==> src/rtl/eth_pkg.sv <==
// eth_pkg: shared FSM states, Ethernet framing constants and CRC helpers
package eth_pkg;

    typedef enum logic [2:0] {IDLE, PRE, HDR, PAY, DRAIN} state_t;

    localparam logic [3:0]  PRE_NIB       = 4'h5;
    localparam logic [3:0]  SFD_NIB       = 4'hD;
    localparam logic [31:0] CRC_POLY      = 32'h04C11DB7;
    localparam logic [31:0] CRC_INIT      = 32'hFFFFFFFF;
    localparam logic [31:0] CRC_RESIDUE   = 32'hC704DD7B;
    localparam int          HDR_BYTES_DEF = 42;

    // Mirror a 32-bit word; converts between reflected and normal CRC forms.
    function automatic logic [31:0] bitrev32(input logic [31:0] x);
        logic [31:0] r;
        for (int i = 0; i < 32; i++) r[i] = x[31-i];
        return r;
    endfunction

    // Reflected CRC-32 advanced by one nibble, least significant bit first.
    function automatic logic [31:0] crc_nib(input logic [31:0] c, input logic [3:0] d);
        logic [31:0] r;
        r = c;
        for (int i = 0; i < 4; i++) r = (r >> 1) ^ ((r[0] ^ d[i]) ? bitrev32(CRC_POLY) : 32'h0);
        return r;
    endfunction

endpackage

==> src/rtl/eth_crc32_nib.sv <==
// eth_crc32_nib: nibble-serial reflected CRC-32 register with clear and enable
module eth_crc32_nib
    import eth_pkg::*;
(
    input  logic        clk,
    input  logic        rst,
    input  logic        clr,
    input  logic        en,
    input  logic [3:0]  d,
    output logic [31:0] crc
);

    // Clear to the CRC seed, otherwise fold in one nibble per enabled cycle.
    always_ff @(posedge clk) begin
        if (rst || clr) crc <= CRC_INIT;
        else if (en) crc <= crc_nib(crc, d);
    end

endmodule

==> src/rtl/eth_usr_extract.sv <==
// eth_usr_extract: MII RX nibble stream to UDP payload bytes; FCS check under ETH_USR_FCS_CHECK_EN
module eth_usr_extract
    import eth_pkg::*;
#(
    parameter int HDR_BYTES   = HDR_BYTES_DEF,
    parameter int MAX_PAYLOAD = 1472,
    parameter int PRE_MIN     = 7
)(
    input  logic       eth_clk,
    input  logic       rst,
    input  logic [3:0] nibble,
    input  logic       nibble_valid,
    output logic [7:0] user_byte,
    output logic       user_valid,
    output logic       user_sof,
    output logic       user_eof,
    output logic       user_err
);

    localparam int NW = $clog2(2*HDR_BYTES+1);
    localparam int BW = $clog2(MAX_PAYLOAD+6);

    state_t          state;
    logic            armed;
    logic [3:0]      pre_cnt;
    logic [NW-1:0]   nib_cnt;
    logic [BW-1:0]   byte_cnt;
    logic            phase;
    logic [3:0]      low;
    logic [3:0][7:0] hold;
    logic            emitted;
    logic            fcs_bad;

`ifdef ETH_USR_FCS_CHECK_EN
    logic [31:0] crc;

    eth_crc32_nib u_crc (
        .clk (eth_clk),
        .rst (rst),
        .clr (state == PRE),
        .en  (nibble_valid && (state == HDR || state == PAY)),
        .d   (nibble),
        .crc (crc)
    );

    assign fcs_bad = bitrev32(crc) != CRC_RESIDUE;
`else
    assign fcs_bad = 1'b0;
`endif

    // Framing FSM; armed means rx_dv was low last cycle, so a frame cut by reset is drained, not parsed.
    always_ff @(posedge eth_clk) begin
        if (rst) begin
            state      <= IDLE;
            armed      <= 1'b0;
            pre_cnt    <= '0;
            nib_cnt    <= '0;
            byte_cnt   <= '0;
            phase      <= 1'b0;
            low        <= '0;
            hold       <= '0;
            emitted    <= 1'b0;
            user_byte  <= '0;
            user_valid <= 1'b0;
            user_sof   <= 1'b0;
            user_eof   <= 1'b0;
            user_err   <= 1'b0;
        end else begin
            armed      <= !nibble_valid;
            user_valid <= 1'b0;
            user_sof   <= 1'b0;
            user_eof   <= 1'b0;
            user_err   <= 1'b0;
            case (state)
                IDLE: if (nibble_valid) begin
                    state   <= (armed && nibble == PRE_NIB) ? PRE : DRAIN;
                    pre_cnt <= 4'd1;
                end
                PRE: begin
                    if (!nibble_valid) state <= IDLE;
                    else if (nibble == PRE_NIB) pre_cnt <= pre_cnt + {3'b0, pre_cnt != 4'hF};
                    else if (nibble == SFD_NIB && pre_cnt >= 4'(PRE_MIN)) begin
                        state    <= HDR;
                        nib_cnt  <= '0;
                        byte_cnt <= '0;
                        phase    <= 1'b0;
                        emitted  <= 1'b0;
                    end else state <= DRAIN;
                end
                HDR: begin
                    if (!nibble_valid) begin
                        state    <= IDLE;
                        user_eof <= 1'b1;
                        user_err <= 1'b1;
                    end else begin
                        nib_cnt <= nib_cnt + 1'b1;
                        if (nib_cnt == NW'(2*HDR_BYTES-1)) state <= PAY;
                    end
                end
                PAY: begin
                    if (!nibble_valid) begin
                        state    <= IDLE;
                        user_eof <= 1'b1;
                        user_err <= phase || byte_cnt < BW'(4) || fcs_bad;
                    end else begin
                        phase <= !phase;
                        if (!phase) low <= nibble;
                        else if (byte_cnt == BW'(MAX_PAYLOAD+4)) begin
                            state    <= DRAIN;
                            user_eof <= 1'b1;
                            user_err <= 1'b1;
                        end else begin
                            hold     <= {hold[2:0], nibble, low};
                            byte_cnt <= byte_cnt + 1'b1;
                            if (byte_cnt >= BW'(4)) begin
                                user_valid <= 1'b1;
                                user_byte  <= hold[3];
                                user_sof   <= !emitted;
                                emitted    <= 1'b1;
                            end
                        end
                    end
                end
                DRAIN: if (!nibble_valid) state <= IDLE;
                default: state <= IDLE;
            endcase
        end
    end

endmodule

==> config.mk <==
export PLATFORM = sky130hd
export DESIGN_NAME = eth_usr_extract
export DESIGN_NICKNAME = d
export VERILOG_FILES = /design/src/rtl/eth_pkg.sv /design/src/rtl/eth_crc32_nib.sv /design/src/rtl/eth_usr_extract.sv
export SDC_FILE = /design/constraint.sdc
export NUM_CORES = 1
export LEC_CHECK = 0
export ABC_AREA = 1
export CELL_PAD_IN_SITES_DETAIL_PLACEMENT = 0
export CELL_PAD_IN_SITES_GLOBAL_PLACEMENT = 2
export CORE_UTILIZATION = 23
export CTS_CLUSTER_SIZE = 30
export DETAILED_ROUTE_END_ITERATION = 16
export HOLD_SLACK_MARGIN = 0.06
export PLACE_DENSITY_LB_ADDON = 0.1
export RECOVER_POWER = 50
export SLEW_MARGIN = 10
export SYNTH_ARGS = -nofsm -noshare
export SYNTH_HDL_FRONTEND = slang
export SYNTH_SLANG_ARGS = --single-unit
==> constraint.sdc <==
create_clock -name eth_clk -period 1.8 [get_ports eth_clk]
set_input_delay 0.36 -clock eth_clk [delete_from_list [all_inputs] [get_ports eth_clk]]
set_output_delay 0.36 -clock eth_clk [all_outputs]
set_load 0.005 [all_outputs]
==> impl_metrics.tcl <==
set metrics [dict create \
    cts_hold_buffers 0 \
    final-hold-violation-count 0 \
    critPathLaunchType "input pin" \
    grt_pass1_wl_um 15720 \
    synth-seq-cells 76 \
    netlist_area_mm2 0.003455 \
    clock-sinks 76 \
    fmax_mhz 598.1 \
    cts_buffers 9 \
    r2r_setup_slack_ps 170 \
    cp.required_ps 2040 \
    slew_headroom_pct 75.00 \
    clkTransAtPathRegs_ps 60 \
    track_usage_pct 12.77 \
    setup_viol 0 \
    worst_pin_slew_ps 375.1 \
    wl_per_cell_um 12.60 \
    synth_cell_types 32 \
    seq_area_frac_synth_pct 44.04 \
    fin_crit_sh_pct 92.89 \
    dp_cells 723 \
    grt_pass1_vias 3173 \
    h-tree-depth 3 \
    grt_max_degree 45 \
    crit_path_end_kind "flop" \
    start_util_pct 23.68 \
    die_w_um 124.6 \
    synth-main-ff-cell "dfxtp_1" \
    vdd_ir_drop_max_uv 345.8 \
    placement.cell_area_mm2 0.004199 \
    rsz0062_at_grt "no" \
    clk_latency_ps 340 \
    synth_top_area_cell "dfxtp_1" \
    drc 0 \
    fin_cells 739 \
    finalPower_w 0.004481 \
    routabilityCongestion 0.7533 \
    slew_violations 0 \
    p_per_area_mw_per_mm2 990.1 \
    fin_skew_ps 6.926 \
    criticalPathCategory "input pin to flop" \
    firstDrtPassIters 4 \
    leakagePower_nw 1.925 \
    yosys_warnings 0 \
    die_h_um 124.6 \
    clockRootBuffer "clkbuf_16" \
    cp.arrival_ps 1910 \
    outcome "finished, final reports clean" \
    ant_nets 0 \
    overflow 0 \
    cts_tree "done" \
    yosysTopAreaCellShare_pct 44.04 \
    met3WireLength_um 207 \
    drt_iter0_drc 120 \
    finalInstanceArea_mm2 0.004526 \
    core_area_mm2 0.01459 \
    topRoutingLayerUsed "met4" \
    wl_um 9312 \
    crit_path_max_fanout 11 \
    ios 19 \
    routed_via_density 4.332 \
    hold_class "input pin to flop" \
    syn_to_final_growth_pct 31.00 \
    antenna_found_initial 0 \
    min_period_ps 1672 \
    ys_top_cells_by_area "dfxtp_1 (44%), nor2_1 (9.5%), nand2_1 (8.8%), a21oi_1 (7.2%), o21ai_0 (5.5%)" \
    rows 44 \
    synth_edf_count 0 \
    vias 3201 \
    netlist_instances 484 \
    clockBufferDepth 2 \
    met1_length_um 4609 \
    die-area_mm2 0.01551 \
    synth.avg_cell_area_um2 7.138 \
    drive_gt1_share_pct 16.94 \
    synthesis.nets 496 \
    portBuffers 18 \
    final_nets 562 \
    holdWs_ps 356.2 \
    ys_async_sr_fraction_pct 0 \
    diodes 0 \
    fin_setup_tns_ps 0 \
    hpwl_um 6544 \
    maxCapViolations 0 \
    wl_met2_um 4326 \
]
[final timing paths]
path,from,to,depth (start not counted)
worst min-delay path,nibble[1],low[1]$_SDFFE_PP0P_,3
worst max register to register,byte_cnt[0]$_SDFFE_PP0P_,hold[5]$_SDFFE_PP0P_,10
worst max-delay path,nibble[2],byte_cnt[0]$_SDFFE_PP0P_,9
worst min register to register,hold[18]$_SDFFE_PP0P_,hold[26]$_SDFFE_PP0P_,2
[stage by stage]
stage / setup slack [ps] / utilization, %
5_1_grt: 6.872 / 31.02
2_1_floorplan: 220.7 / -
6_report: 128.0 / 31.02
4_1_cts: 21.77 / 30.77
3_3_place_gp: -326.7 / 28.78
3_5_place_dp: -337.0 / 28.78
[critical path: stages]
cell and delay [ps]:
clkdlybuf4s50_1 520, nand2_1 80, nor2_2 120, nand2_2 90, o21ai_1 200, nand3_1 100
clkbuf_4 220, o21ai_0 170, nor2_1 50
[Yosys cell counts (3+ instances only)]
cell	n
buf_1	3
inv_2	4
buf_2	4
ha_1	5
a21oi_1	50
clkbuf_1	7
dfxtp_1	76
xor2_1	5
nand2_1	81
o21ai_0	38
o21ai_1	16
buf_4	5
nand2_2	3
nor2_1	87
nor3_1	10
nand3_1	24
nand4_1	11
inv_1	38
[cell usage in the layout, fill, tap and decap left out, types with 5 or more instances in the layout]
cell type / synthesis / routed
o21ai_0: 38 / 39
buf_4: 5 / 49
nand4_1: 11 / 11
nor3_1: 10 / 10
o21ai_1: 16 / 14
xor2_1: 5 / 5
dfxtp_1: 76 / 76
ha_1: 5 / 5
dlygate4sd3_1: 0 / 12
nand3_1: 24 / 24
clkbuf_16: 0 / 9
a21oi_1: 50 / 49
inv_1: 38 / 37
nand2_1: 81 / 80
nor2_1: 87 / 83
[logic make-up after synthesis]
family | share of synthesized area (%)
AOI/OAI and AO/OA | 15.97
and+or+nand+nor | 28.65
buffers and inverters | 7.751
adders and majority gates | 1.811
DFF | 44.04
xor gates and xnor gates | 1.775
[layer usage]
| layer | GRT usage, % | up-vias |
|---|---|---|
| li1 | - | 1720 |
| met1 | 16.37 | 1445 |
| met2 | 20.73 | 25 |
| met3 | 2.105 | 11 |
| met4 | 6.166 | 0 |
| met5 | 0 | - |
[repair_timing]
item                                    in CTS  in global routing
pin swaps                                    0                  1
setup buffers                                0                  0
endpoints found under the setup margin      15                 57
resized for setup                            2                 18
[where the power goes]
part	total, W	switching, W	internal (W)
Clock	0.00175	0.000795	0.000958
Combinational	0.000915	0.000539	0.000377
Sequential	0.00181	0.0000677	0.00174
Total	0.00448	0.00140	0.00308
[flip-flops by register name, summed over array words and instances, names as in the netlist, 3 cells and up]
name       flops
hold          32
byte_cnt      11
user_byte      8
nib_cnt        7
low            4
pre_cnt        4
state          3
[area by class of cell]
type / instances / area, um2
fill: 1576 / 10060
clock buffer: 9 / 225.2
clock inverter: 7 / 60.06
sequential: 76 / 1521
timing repair buffer: 75 / 619.3
tap: 184 / 230.2
inverter: 43 / 168.9
multi-input combinational: 345 / 1700
(Power assumes the default switching activity.)
